--- config.mk ---
export PLATFORM = sky130hd
export DESIGN_NAME = multicycle_ctrl
export DESIGN_NICKNAME = d
export VERILOG_FILES = /design/src/rtl/multicycle_ctrl.sv
export SDC_FILE = /design/constraint.sdc
export NUM_CORES = 1
export LEC_CHECK = 0
export ABC_AREA = 1
export CAP_MARGIN = 30
export CORE_MARGIN = 2
export CORE_UTILIZATION = 45
export DETAILED_ROUTE_END_ITERATION = 7
export PLACE_DENSITY_LB_ADDON = 0.3
export SYNTH_ARGS = -nofsm -noshare
export SYNTH_HDL_FRONTEND = slang
export SYNTH_SLANG_ARGS = --single-unit
--- constraint.sdc ---
create_clock -name clk_i -period 3.2 [get_ports clk_i]
set_clock_uncertainty 0.1 [all_clocks]
set_input_delay 0.8 -clock clk_i [delete_from_list [all_inputs] [get_ports clk_i]]
set_output_delay 0.8 -clock clk_i [all_outputs]
set_load 0.03 [all_outputs]
--- src/rtl/multicycle_ctrl.sv ---
// multicycle_ctrl
//   Moore-style main control FSM for the multicycle CPU datapath. Sequences
//   fetch / decode / execute / memory / writeback over a shared ALU, unified
//   memory and register file, one FSM step per clock.
//
// Ports:
//   clk_i, rst_i           clock, synchronous active-high reset
//   opcode_i [OPW]         instruction[31:26] from the IR (valid from DECODE)
//   zero_i                 ALU zero flag (qualifies beq/bne in BRANCH)
//   pc_write_o, ir_write_o, mem_read_o, mem_write_o, reg_write_o   enables
//   i_or_d_o, reg_dst_o, mem_to_reg_o, alu_src_a_o                  1-bit selects
//   alu_src_b_o, alu_op_o, pc_source_o                               2-bit selects
//   ext_op_o               extender mode: 1 = sign, 0 = zero
//   op_q_o [OPW]           opcode latched at the end of DECODE
//   state_o [4]            current state encoding
//   illegal_o              one-cycle pulse after an unsupported opcode is decoded
//   retired_o [CNTW]       completed-instruction count (wraps)
module multicycle_ctrl #(
    parameter int OPW  = 6,
    parameter int CNTW = 32
) (
    input  logic            clk_i,
    input  logic            rst_i,
    input  logic [OPW-1:0]  opcode_i,
    input  logic            zero_i,
    output logic            pc_write_o,
    output logic            ir_write_o,
    output logic            mem_read_o,
    output logic            mem_write_o,
    output logic            i_or_d_o,
    output logic            reg_write_o,
    output logic            reg_dst_o,
    output logic            mem_to_reg_o,
    output logic            alu_src_a_o,
    output logic [1:0]      alu_src_b_o,
    output logic [1:0]      alu_op_o,
    output logic [1:0]      pc_source_o,
    output logic            ext_op_o,
    output logic [OPW-1:0]  op_q_o,
    output logic [3:0]      state_o,
    output logic            illegal_o,
    output logic [CNTW-1:0] retired_o
);

    localparam logic [3:0] FETCH     = 4'd0;
    localparam logic [3:0] DECODE    = 4'd1;
    localparam logic [3:0] MEM_ADDR  = 4'd2;
    localparam logic [3:0] MEM_READ  = 4'd3;
    localparam logic [3:0] MEM_WB    = 4'd4;
    localparam logic [3:0] MEM_WRITE = 4'd5;
    localparam logic [3:0] R_EXEC    = 4'd6;
    localparam logic [3:0] R_WB      = 4'd7;
    localparam logic [3:0] BRANCH    = 4'd8;
    localparam logic [3:0] JUMP      = 4'd9;
    localparam logic [3:0] I_EXEC    = 4'd10;
    localparam logic [3:0] I_WB      = 4'd11;

    localparam logic [OPW-1:0] OP_RTYPE = OPW'(6'b000000);
    localparam logic [OPW-1:0] OP_LW    = OPW'(6'b100011);
    localparam logic [OPW-1:0] OP_SW    = OPW'(6'b101011);
    localparam logic [OPW-1:0] OP_BEQ   = OPW'(6'b000100);
    localparam logic [OPW-1:0] OP_BNE   = OPW'(6'b000101);
    localparam logic [OPW-1:0] OP_J     = OPW'(6'b000010);
    localparam logic [OPW-1:0] OP_ADDI  = OPW'(6'b001000);
    localparam logic [OPW-1:0] OP_SLTI  = OPW'(6'b001010);
    localparam logic [OPW-1:0] OP_ANDI  = OPW'(6'b001100);
    localparam logic [OPW-1:0] OP_ORI   = OPW'(6'b001101);

    logic [3:0]      state;
    logic [3:0]      state_nx;
    logic [OPW-1:0]  op_q;
    logic [CNTW-1:0] retired;
    logic            illegal_q;
    logic            decode_legal;
    logic            retire;

    // Dispatch uses the live opcode, since op_q only updates at the end of DECODE.
    always_comb begin
        decode_legal = 1'b1;
        state_nx     = FETCH;
        case (state)
            FETCH:    state_nx = DECODE;
            DECODE: begin
                case (opcode_i)
                    OP_RTYPE:                          state_nx = R_EXEC;
                    OP_LW, OP_SW:                      state_nx = MEM_ADDR;
                    OP_BEQ, OP_BNE:                    state_nx = BRANCH;
                    OP_J:                              state_nx = JUMP;
                    OP_ADDI, OP_SLTI, OP_ANDI, OP_ORI: state_nx = I_EXEC;
                    default: begin
                        state_nx     = FETCH;
                        decode_legal = 1'b0;
                    end
                endcase
            end
            MEM_ADDR: state_nx = (op_q == OP_LW) ? MEM_READ : MEM_WRITE;
            MEM_READ: state_nx = MEM_WB;
            R_EXEC:   state_nx = R_WB;
            I_EXEC:   state_nx = I_WB;
            default:  state_nx = FETCH;
        endcase
    end

    always_comb begin
        case (state)
            MEM_WB, MEM_WRITE, R_WB, I_WB, BRANCH, JUMP: retire = 1'b1;
            default:                                     retire = 1'b0;
        endcase
    end

    always_ff @(posedge clk_i) begin
        if (rst_i) begin
            state     <= FETCH;
            op_q      <= '0;
            retired   <= '0;
            illegal_q <= 1'b0;
        end else begin
            state     <= state_nx;
            illegal_q <= (state == DECODE) && !decode_legal;
            if (state == DECODE) begin
                op_q <= opcode_i;
            end
            if (retire) begin
                retired <= retired + CNTW'(1);
            end
        end
    end

    always_comb begin
        pc_write_o   = 1'b0;
        ir_write_o   = 1'b0;
        mem_read_o   = 1'b0;
        mem_write_o  = 1'b0;
        i_or_d_o     = 1'b0;
        reg_write_o  = 1'b0;
        reg_dst_o    = 1'b0;
        mem_to_reg_o = 1'b0;
        alu_src_a_o  = 1'b0;
        alu_src_b_o  = 2'b00;
        alu_op_o     = 2'b00;
        pc_source_o  = 2'b00;
        ext_op_o     = 1'b1;
        case (state)
            FETCH: begin
                mem_read_o  = 1'b1;
                ir_write_o  = 1'b1;
                pc_write_o  = 1'b1;
                alu_src_b_o = 2'b01;
            end
            DECODE: begin
                alu_src_b_o = 2'b11;
                ext_op_o    = 1'b1;
            end
            MEM_ADDR: begin
                alu_src_a_o = 1'b1;
                alu_src_b_o = 2'b10;
            end
            MEM_READ: begin
                mem_read_o = 1'b1;
                i_or_d_o   = 1'b1;
            end
            MEM_WB: begin
                reg_write_o  = 1'b1;
                mem_to_reg_o = 1'b1;
            end
            MEM_WRITE: begin
                mem_write_o = 1'b1;
                i_or_d_o    = 1'b1;
            end
            R_EXEC: begin
                alu_src_a_o = 1'b1;
                alu_op_o    = 2'b10;
            end
            R_WB: begin
                reg_write_o = 1'b1;
                reg_dst_o   = 1'b1;
            end
            BRANCH: begin
                alu_src_a_o = 1'b1;
                alu_op_o    = 2'b01;
                pc_source_o = 2'b01;
                // Only Mealy output: branch outcome qualified by the live zero flag.
                pc_write_o  = ((op_q == OP_BEQ) && zero_i) || ((op_q == OP_BNE) && !zero_i);
            end
            JUMP: begin
                pc_source_o = 2'b10;
                pc_write_o  = 1'b1;
            end
            I_EXEC: begin
                alu_src_a_o = 1'b1;
                alu_src_b_o = 2'b10;
                alu_op_o    = 2'b11;
                ext_op_o    = !((op_q == OP_ANDI) || (op_q == OP_ORI));
            end
            I_WB: begin
                reg_write_o = 1'b1;
                reg_dst_o   = 1'b0;
            end
            default: ;
        endcase
    end

    assign op_q_o    = op_q;
    assign state_o   = state;
    assign illegal_o = illegal_q;
    assign retired_o = retired;

endmodule

# Word level (Yosys, flattened, before mapping)
# Index checks and enable logic that the tools add are counted.
dict set report word_totals {
  regBits 43
  out_inout_bits 59
  elab_cells 70
}
dict set report classes {
  n_addsub 1
  eq_ne 25
  muxes 19
  reduce_logical 21
}
# operator n
set ops {}
lappend ops {{$eq A6 B4 Y1 const B} 6}
lappend ops {{$add A32 B1 Y32 const B} 1}
lappend ops {{$eq A6 B3 Y1 const B} 4}
lappend ops {{$pmux W4 S6} 1}
lappend ops {{$pmux W4 S5} 1}
lappend ops {{$eq A6 B6 Y1 const B} 3}
lappend ops {{$eq A4 B3 Y1 const B} 4}
lappend ops {{$eq A4 B4 Y1 const B} 4}
lappend ops {{$mux W1} 12}
lappend ops {{$pmux W2 S3} 2}
lappend ops {{$reduce_or A2 Y1} 6}
lappend ops {{$reduce_or A10 Y1} 1}
lappend ops {{$eq A4 B2 Y1 const B} 2}
lappend ops {{$reduce_or A4 Y1} 2}
lappend ops {{$eq A6 B2 Y1 const B} 1}
lappend ops {{$logic_not A6 Y1} 1}
lappend ops {{$reduce_or A6 Y1} 1}
lappend ops {{$eq A4 B1 Y1 const B} 1}
lappend ops {{$logic_not A4 Y1} 1}
lappend ops {{$pmux W2 S2} 1}
lappend ops {{$logic_and A1 B1 Y1} 3}
lappend ops {{$logic_not A1 Y1} 3}
lappend ops {{$mux W3} 1}
lappend ops {{$reduce_or A3 Y1} 1}
lappend ops {{other kinds (2)} 3}

# Depth between registers and ports, before layout
# Gate-level depths: netlist of the first run.
dict set report logic_depth {
  ltp_word 6
  ltp_mapped 10
  mapped_depth_nobuf 9
}

# Worst setup path after synthesis of the first run
# Ideal clock, no wire load.
dict set report synth_path {
  kind {reg-to-output}
  from {reg state[3], in the netlist state_o[3]}
  to {out pc_write_o}
  t_arrival_ns 1.735
  path_slack_ns 0.565
  stages_incl_launch_ff 5
  n_path_buf 0
  cell_sequence {dfxtp_1 > nand2_4 > nor2_1 > a31oi_1 > o21ai_0}
}
dict set report synth_via {
  elab_chain_len 3
  word_cells_on_any_way 5
}
# item line_no
set synth_rtl {}
lappend synth_rtl {{from (decl)} 69} ;# logic [3:0] state;
lappend synth_rtl {{from (signal assigned)} 118} ;# state <= state_nx;
lappend synth_rtl {{$eq A4 B4 Y1 or $logic_not A4 Y1 (tied branches)} 143} ;# case (state)
lappend synth_rtl {{$reduce_or A2 Y1 (no line)} -}
lappend synth_rtl {{$pmux W1 S2 (*)} 143}
lappend synth_rtl {{to (decl)} 26} ;# output logic pc_write_o,
# Mark *: on every way between the ends. The rest lies on a longest branch, timed or not.

# Worst setup path after layout of the first run
dict set report layout_path {
  from {in zero_i}
  to {out pc_write_o}
}
dict set report layout_via {
  elab_chain_len 4
  word_cells_on_any_way 5
}
# item line_no
set layout_rtl {}
lappend layout_rtl {{from (decl)} 25} ;# input logic zero_i,
lappend layout_rtl {{$logic_not A1 Y1} 183} ;# pc_write_o = ((op_q == OP_BEQ) && zero_i) || ((op_q == OP_BNE) && !zero_i);
lappend layout_rtl {{$logic_and A1 B1 Y1} 183}
lappend layout_rtl {{$logic_or A1 B1 Y1 (*)} 183}
lappend layout_rtl {{$pmux W1 S2 (*)} 143}
# Marks and branches as above.

==> results_dict.tcl, run 1 <==
set metrics [dict create \
    cts-htree-levels 2 \
    crit_top_cell "o21ai_0" \
    min_from "retired_o[4]" \
    max_clock_freq_ghz 0.338 \
    ant_nets 0 \
    synth_nets 411 \
    finalCritPeriodShare_pct 92.4 \
    num_rows 27 \
    min_period_ns 2.96 \
    num-fill-cells 550 \
    synth_area_um2 2600 \
    grt_pass1_wl_um 10900 \
    fin_setup_tns_ns 0 \
    leakagePower_nw 1.26 \
    synth_seq_area_share_pct 33.1 \
    cts_tree "built" \
    synth.distinct_cells 34 \
    fp.dieH_um 80.0 \
    critical_path.top_delay_family "buffers and inverters" \
    vias_per_cell 5.07 \
    antennaDiodeCount 0 \
    final_nets 482 \
    vias 2751 \
    synth.avg_cell_area_um2 6.48 \
    startpoint_type "primary input" \
    ff2ff_path_depth 8 \
    antenna_found_initial 0 \
    synthArstFlopShare_pct 0 \
    clk_pin_slew_worst_paths_ns 0.08 \
    hold_viol_final 0 \
    seqPwrFrac_pct 53.4 \
    path_buf_inv 3 \
    fin_area_um2 3410 \
    critPathKind "primary input to output pin" \
    rrSetupSlack_ns 1.32 \
    post_dp_cell_area_um2 3340 \
    cts_sinks 43 \
    netlist_top_cells_area "dfxtp_1 33%, nor2_1 12%, nand2_1 12%, inv_1 7.2%, nand3_1 5.0%" \
    cts_buffer_depth 2 \
    die_x_um 80.0 \
    yosys_register_bits 43 \
    slew_violations 0 \
    status "complete, no violations" \
    p_sw_w 0.000295 \
    area_growth_pct 31.2 \
    cpPeakStageDelay_ns 0.46 \
    drv_cap 0 \
    cp.required_ns 2.30 \
    peakVddDrop_mv 0.254 \
    finalSetupViolations 0 \
    cp_data_arrival_time_ns 2.06 \
    rsz0062_at_grt "no" \
    start_util_pct 46.9 \
    switching_share_pct 28.1 \
    detail_route.wl_per_cell_um 12.1 \
    p_int_w 0.000755 \
    gp_congestion 0.867 \
    whs_path_depth 1 \
    hold_end "retired_o[4]" \
    cts_root_buffer "clkbuf_8" \
    min_path_type "flip-flop to flip-flop" \
    drcViolationCount 0 \
    path_cells "clkdlybuf4s50_1 -> inv_1 -> o21ai_0 -> a21oi_1 -> a31oi_1 -> o21ai_0 -> dlygate4sd2_1" \
    grt_max_degree 26 \
    yosys.area.top_type "dfxtp_1" \
    ys_warn_count 0 \
    synth_enable_flop_cells 0 \
    r2r-end "retired_o[24]" \
    powerDensity_nw_per_um2 308 \
    core_area_um2 5540 \
    cp_max_fo 2 \
    worstMarginPinSlew_ns 0.709 \
    gr-usage-all-layers_pct 21.5 \
    hold_buffers 0 \
    grt_pass1_vias 2427 \
    critical-path-slowest-cell "clkdlybuf4s50_1" \
    io-pin-count 68 \
    first_iter_violations 161 \
    synth_top_area_share_pct 33.1 \
    hpwl_um 5130 \
    worst_setup_path_end_kind "output pin" \
    cts_made_buffers 5 \
    comb_power_share_pct 15.8 \
    clkPwrFrac_pct 30.8 \
    syn-instance-count 401 \
    dieArea_um2 6400 \
    reg2reg_from "retired_o[0]" \
    p_total_w 0.00105 \
    dr.pass1.iters 5 \
    overflow 0 \
    synth_flop_cell "dfxtp_1" \
    io_buffer_count 67 \
    layout-drive-gt1-share_pct 7.86 \
    clk_latency_ns 0.30 \
    slew_headroom_pct 52.7 \
    wl_um 6590 \
]
[worst max path at each step]
stage                     cells after the start  slack [ns]         end  startpoint
after CTS                                     7        0.24  pc_write_o      zero_i
after floorplan                               4        0.57  pc_write_o  state_o[3]
after detailed placement                      7      -0.002  pc_write_o      zero_i
after global placement                        7        0.02  pc_write_o      zero_i
final                                         7        0.24  pc_write_o      zero_i
after global routing                          7        0.15  pc_write_o      zero_i
[what timing repair did]
action                                  4_1_cts  5_1_grt
gates resized for setup                       1        0
buffers inserted                              0        0
endpoints found under the setup margin        1        0
[cell type report]
| cell class | count | area, µm² | share of cell area [%] |
|---|---|---|---|
| multi-input cells | 298 | 1490 | 43.7 |
| flip-flops and latches | 43 | 861 | 25.2 |
| repair buffers | 69 | 684 | 20.1 |
| inverters | 55 | 211 | 6.20 |
| well taps | 72 | 90.1 | 2.64 |
| clock buffers | 6 | 72.6 | 2.13 |
[cells by family after synthesis]
| kind of cell | Yosys count | share of synthesized area, % |
|---|---|---|
| flops | 43 | 33.1 |
| fa+ha+maj | 1 | 0.481 |
| buf+inv | 60 | 9.48 |
| simple gates | 247 | 46.9 |
| xor+xnor | 1 | 0.337 |
| compound gates | 49 | 9.67 |
[placed cells by master, fill, tap and decap left out, drive strengths merged]
master and instances:
a211oi 1, a21oi 21, a31oi 1, and3 1
buf 2, clkbuf 6, clkdlybuf4s50 66, clkinv 1
dfxtp 43, dlygate4sd2 1, ha 1, inv 54
nand2 87, nand3 30, nand4 18, nor2 98
nor3 11, o21a 1, o21ai 25, or2 2
xnor2 1
[worst register-to-register path, stage by stage, from the launching register on]
cell,delay (ns)
dfxtp_1,0.45
ha_1,0.24
nand3_1,0.13
nor2_1,0.28
nand4_2,0.18
nor2_2,0.20
nand3_1,0.09
nand2_1,0.07
nor2_1,0.04
[flip-flops by register name, indices dropped and copies added, names as in the netlist]
signal	flops
retired_o	32
op_q_o	6
state_o	4
illegal_o	1
[power groups by stage]
stage                      logic, W  registers (W)  clock network [W]
final                      0.000166       0.000560           0.000324
after global routing       0.000180       0.000562           0.000352
after CTS                  0.000166       0.000560           0.000331
after detailed placement   0.000167       0.000572                  0
after global placement     0.000165       0.000572                  0
after floorplan           0.0000782       0.000593                  0
[per-stage QoR]
| step | setup slack (ns) | utilization, % | instances | hold WS (ns) |
|---|---|---|---|---|
| after floorplan | 0.565 | - | 401 | 0.497 |
| after global placement | 0.0218 | 60.3 | 537 | 0.376 |
| after detailed placement | -0.00249 | 60.3 | 537 | 0.382 |
| after CTS | 0.239 | 61.6 | 543 | 0.400 |
| after global routing | 0.150 | 61.6 | 543 | 0.440 |
| final | 0.242 | 61.6 | 543 | 0.398 |
[cell usage after synthesis (2+ instances only)]
cell,n
nand2_8,2
dfxtp_1,43
nand4_2,2
inv_2,3
nor3_1,11
nand4_1,15
a21oi_1,21
inv_1,50
clkbuf_1,2
nand2_4,2
nand2_1,82
buf_1,2
nand3_1,26
nand3_4,2
nor2_4,6
nor2_1,85
nor2_2,6
o21ai_0,21
o21ai_1,4
nand3_2,2
[per-layer routing]
metal / wire length (µm) / GRT usage [%] / up-vias
li1: - / - / 1430
met1: 3090 / 28.8 / 1230
met2: 3080 / 34.3 / 82
met3: 302 / 3.62 / 9
met4: 114 / 8.64 / 0
met5: 0 / 0 / -
(Power assumes the default switching activity.)
==> run 2: changes to the inputs <==
--- a/config.mk
+++ b/config.mk
@@ -7,8 +7,8 @@
 export LEC_CHECK = 0
 export ABC_AREA = 1
 export CAP_MARGIN = 30
-export CORE_MARGIN = 2
 export CORE_UTILIZATION = 45
+export CTS_BUF_LIST = sky130_fd_sc_hd__clkbuf_16
 export DETAILED_ROUTE_END_ITERATION = 7
 export PLACE_DENSITY_LB_ADDON = 0.3
 export SYNTH_ARGS = -nofsm -noshare
==> results_dict.tcl, run 2 (synthesis results as in run 1) <==
set metrics [dict create \
    status "complete, no violations" \
    dieArea_um2 6090 \
    final_nets 482 \
    wl_um 6670 \
    die_x_um 78.0 \
    fp.dieH_um 78.0 \
    min_period_ns 2.96 \
    finalSetupViolations 0 \
    mostFrequentLayoutCell "nor2_1" \
    max_clock_freq_ghz 0.337 \
    worst_setup_path_end_kind "output pin" \
    cp_max_fo 2 \
    io_buffer_count 67 \
    slew_headroom_pct 71.8 \
    dr.pass1.iters 4 \
    clk_pin_slew_worst_paths_ns 0.06 \
    powerDensity_nw_per_um2 351 \
    rsz0062_at_grt "no" \
    finalCritPeriodShare_pct 92.6 \
    path_cells "clkdlybuf4s50_1 -> inv_1 -> o21ai_0 -> a21oi_1 -> a31oi_1 -> o21ai_0 -> dlygate4sd2_1" \
    path_buf_inv 3 \
    detail_route.wl_per_cell_um 12.2 \
    seqPwrFrac_pct 45.8 \
    grt_pass1_wl_um 11100 \
    min_path_type "flip-flop to flip-flop" \
    vias 2796 \
    cts_made_buffers 5 \
    core_area_um2 5540 \
    area_growth_pct 33.9 \
    cp_data_arrival_time_ns 2.06 \
    cts_root_buffer "clkbuf_16" \
    cpPeakStageDelay_ns 0.45 \
    switching_share_pct 26.9 \
    cts_sinks 43 \
    hpwl_um 5200 \
    dp_slack_ns -0.0124 \
    cts-htree-levels 2 \
    drv_cap 0 \
    hold_buffers 0 \
    startpoint_type "primary input" \
    gp_congestion 0.861 \
    drcViolationCount 0 \
    p_int_w 0.000894 \
    fin_setup_tns_ns 0 \
    worstMarginPinSlew_ns 0.423 \
    start_util_pct 46.9 \
    first_iter_violations 137 \
    p_sw_w 0.000329 \
    peakVddDrop_mv 0.182 \
    grt_max_degree 17 \
    critical_path.top_delay_family "buffers and inverters" \
    io-pin-count 68 \
    leakagePower_nw 1.30 \
    cp.required_ns 2.30 \
    vias_per_cell 5.13 \
    grt_pass1_vias 2453 \
    overflow 0 \
    critPathKind "primary input to output pin" \
    crit_top_cell "o21ai_0" \
    critical-path-slowest-cell "clkdlybuf4s50_1" \
    comb_power_share_pct 13.5 \
    cts_buffer_depth 2 \
    ant_nets 0 \
    layout-drive-gt1-share_pct 8.25 \
    num_rows 27 \
    worst_slack_ns 0.236 \
    antenna_found_initial 0 \
    hold_viol_final 0 \
    gr-usage-all-layers_pct 22.6 \
    cts_tree "built" \
    clk_latency_ns 0.29 \
    largest_register_ffs 32 \
    slew_violations 0 \
    layout_common_cells "85 x nor2_1, 82 x nand2_1, 66 x clkdlybuf4s50_1" \
    antennaDiodeCount 0 \
    clkPwrFrac_pct 40.6 \
]
-- run 2: cell count changes in the layout (fill, tap and decap cells not counted) --
cell and change:
clkbuf_8 -5, inv_1 +1, clkbuf_1 -1, clkbuf_16 +5
clkinv_2 +1, clkinvlp_4 +1
-- run 2: through the flow --
step	std cells	area, µm²	power [W]	util (%)	hold WS (ns)
CTS	545	3480	0.00123	62.8	0.398
global route	545	3480	0.00127	62.8	0.420
detailed placement	537	3340	0.000739	60.3	0.385
global placement	537	3340	0.000737	60.3	0.376
finish	545	3480	0.00122	62.8	0.397
floorplan	401	2600	0.000671	-	0.497
-- run 2: what timing repair did --
action                     in CTS  in global routing
resized for setup               1                  0
buffers inserted                0                  0
setup endpoints to repair       1                  0
-- run 2: final timing paths --
path | endpoint | slack (ns) | startpoint | cells after the start
max | pc_write_o | 0.24 | zero_i | 7
min reg2reg | retired_o[7] | 0.40 | retired_o[7] | 1
max reg2reg | retired_o[24] | 1.42 | retired_o[0] | 8
min | retired_o[7] | 0.40 | retired_o[7] | 1
-- run 2: layout make-up --
class / count / area (µm²)
multi-input combinational: 298 / 1490
fill: 502 / 2060
clock inverter: 3 / 16.3
timing repair buffer: 69 / 684
tap: 72 / 90.1
inverter: 55 / 211
clock buffer: 5 / 125
sequential: 43 / 861
-- run 2: routing by layer --
| metal | wire length (µm) | share of wire [%] | track usage (%) |
|---|---|---|---|
| met5 | 0 | 0 | 0 |
| met4 | 107 | 1.6 | 7.04 |
| met1 | 3120 | 47 | 28.9 |
| met3 | 281 | 4.2 | 3.72 |
| met2 | 3160 | 47 | 38.9 |
-- run 2: power by group through the flow --
stage	clock network (W)	logic [W]	registers (W)
3_5_place_dp	0	0.000167	0.000572
5_1_grt	0.000527	0.000180	0.000563
3_3_place_gp	0	0.000165	0.000572
4_1_cts	0.000503	0.000166	0.000560
6_report	0.000497	0.000166	0.000560
2_1_floorplan	0	0.0000782	0.000593
==> run 3: changes to the inputs <==
--- a/config.mk
+++ b/config.mk
@@ -6,9 +6,9 @@
 export NUM_CORES = 1
 export LEC_CHECK = 0
 export ABC_AREA = 1
-export CAP_MARGIN = 30
-export CORE_UTILIZATION = 45
+export CORE_UTILIZATION = 44
 export CTS_BUF_LIST = sky130_fd_sc_hd__clkbuf_16
+export CTS_CLUSTER_DIAMETER = 30
 export DETAILED_ROUTE_END_ITERATION = 7
 export PLACE_DENSITY_LB_ADDON = 0.3
 export SYNTH_ARGS = -nofsm -noshare
==> constraint.sdc (replaced) <==
create_clock -name clk_i -period 2.6 [get_ports clk_i]
set_clock_uncertainty 0.1 [all_clocks]
set_input_delay 0.65 -clock clk_i [delete_from_list [all_inputs] [get_ports clk_i]]
set_output_delay 0.65 -clock clk_i [all_outputs]
set_load 0.03 [all_outputs]
==> results_dict.tcl, run 3 (synthesis results as in run 1) <==
set metrics [dict create \
    status "complete, no violations" \
    dieArea_um2 6220 \
    mostFrequentLayoutCell "nor2_1" \
    clk_pin_slew_worst_paths_ns 0.06 \
    cts-htree-levels 2 \
    min_period_ns 2.49 \
    vias_per_cell 5.05 \
    critPathKind "flip-flop to output pin" \
    largest_register_ffs 32 \
    area_growth_pct 34.8 \
    drcViolationCount 0 \
    final_nets 485 \
    dr.pass1.iters 4 \
    cts_root_buffer "clkbuf_16" \
    hpwl_um 5260 \
    cp_data_arrival_time_ns 1.74 \
    cts_buffer_depth 2 \
    wl_met3_um 310 \
    dp_slack_ns -0.300 \
    gr-usage-all-layers_pct 22.8 \
    cts_setup_buffers 0 \
    worst_slack_ns 0.109 \
    antennaDiodeCount 0 \
    finalCritPeriodShare_pct 95.8 \
    grt_pass1_vias 2472 \
    grt_max_degree 17 \
    io-pin-count 68 \
    finalSetupViolations 0 \
    rrSetupSlack_ns 0.80 \
    layout_common_cells "85 x nor2_1, 82 x nand2_1, 55 x clkdlybuf4s50_1" \
    fin_hold_ws_ns 0.393 \
    leakagePower_nw 1.40 \
    drv_cap 0 \
    cpPeakStageDelay_ns 0.48 \
    cts_made_buffers 5 \
    cp.required_ns 1.85 \
    critical_path.top_delay_family "simple AND/OR/NAND/NOR gates" \
    critical_path.startpoint "state_o[2]" \
    slew_headroom_pct 76.8 \
    ff2ff_path_depth 8 \
    slew_violations 0 \
    vias 2770 \
    peakVddDrop_mv 0.284 \
    ant_nets 0 \
    wl_um 6680 \
    layout-drive-gt1-share_pct 9.24 \
    path_buf_inv 2 \
    cts_tree "built" \
    critical-path-slowest-cell "dfxtp_1" \
    detail_route.wl_per_cell_um 12.2 \
    highest_layer "met4" \
    cts_sinks 43 \
    wl_met2_um 3240 \
    core_area_um2 5610 \
    hold_viol_final 0 \
    first_iter_violations 142 \
    powerDensity_nw_per_um2 429 \
    start_util_pct 46.4 \
    wl_met1_um 3060 \
    path_cells "inv_1 -> nand2_4 -> nor2_1 -> or2_2 -> dlygate4sd2_1" \
    max_clock_freq_ghz 0.401 \
    antenna_found_initial 0 \
    worst_setup_path_end_kind "output pin" \
    cp_max_fo 7 \
    rsz0062_at_grt "no" \
    fin_setup_tns_ns 0 \
    reg2reg_from "retired_o[0]" \
    path_depth 5 \
    startpoint_type "flip-flop" \
    worstMarginPinSlew_ns 0.347 \
    r2r-end "retired_o[24]" \
    io_buffer_count 67 \
    fp.dieH_um 78.9 \
    die_x_um 78.9 \
    overflow 0 \
    num_rows 27 \
    cp-endpoint "alu_src_a_o" \
    grt_pass1_wl_um 11300 \
    min_path_type "flip-flop to flip-flop" \
    clk_latency_ns 0.29 \
    gp_congestion 0.872 \
]
==> run 3: power breakdown <==
part           leakage (nW)  switching [W]  internal [W]  total, W
Clock                0.0733       0.000256      0.000350  0.000607
Sequential            0.348      0.0000165      0.000673  0.000690
Combinational         0.981       0.000128     0.0000788  0.000206
Total                  1.40       0.000400       0.00110   0.00150
==> run 3: worst min-delay path by stage <==
| stage | start | end | slack, ns | cells past startpoint |
|---|---|---|---|---|
| 2_1_floorplan | retired_o[4] | retired_o[4] | 0.50 | 1 |
| 3_3_place_gp | retired_o[4] | retired_o[4] | 0.38 | 1 |
| 3_5_place_dp | retired_o[4] | retired_o[4] | 0.38 | 1 |
| 4_1_cts | retired_o[4] | retired_o[4] | 0.40 | 1 |
| 5_1_grt | retired_o[4] | retired_o[4] | 0.43 | 1 |
| 6_report | retired_o[4] | retired_o[4] | 0.39 | 1 |
==> run 3: area by class of cell <==
type / instances / area [µm²]
fill: 534 / 2100
multi-input combinational: 298 / 1490
sequential: 43 / 861
timing repair buffer: 72 / 711
inverter: 55 / 211
clock buffer: 5 / 125
tap: 72 / 90.1
clock inverter: 3 / 15.0
==> run 3: metal layers <==
layer,vias up,GRT usage [%]
li1,1446,-
met5,-,0
met4,0,7.27
met2,57,39.5
met3,8,4.71
met1,1259,28.0
==> run 3: worst reg2reg max path, stage by stage, from the launching register on <==
cell and delay [ns]:
dfxtp_1 0.43, ha_1 0.23, nand3_1 0.13, nor2_1 0.26, nand4_2 0.17, nor2_2 0.18
nand3_1 0.10, nand2_1 0.07, nor2_1 0.03
==> run 3: timing repair <==
action	CTS	global route
endpoints found under the setup margin	7	6
hold buffers	0	0
resized for setup	10	9
endpoints found under the hold margin	0	0
==> run 3: metrics by stage <==
step	instances	utilization, %	instance area [µm²]	power (W)
2_1_floorplan	401	-	2600	0.000826
3_3_place_gp	540	60.0	3360	0.000911
3_5_place_dp	540	60.0	3360	0.000914
4_1_cts	548	62.4	3500	0.00152
5_1_grt	548	62.5	3510	0.00157
6_report	548	62.5	3510	0.00150
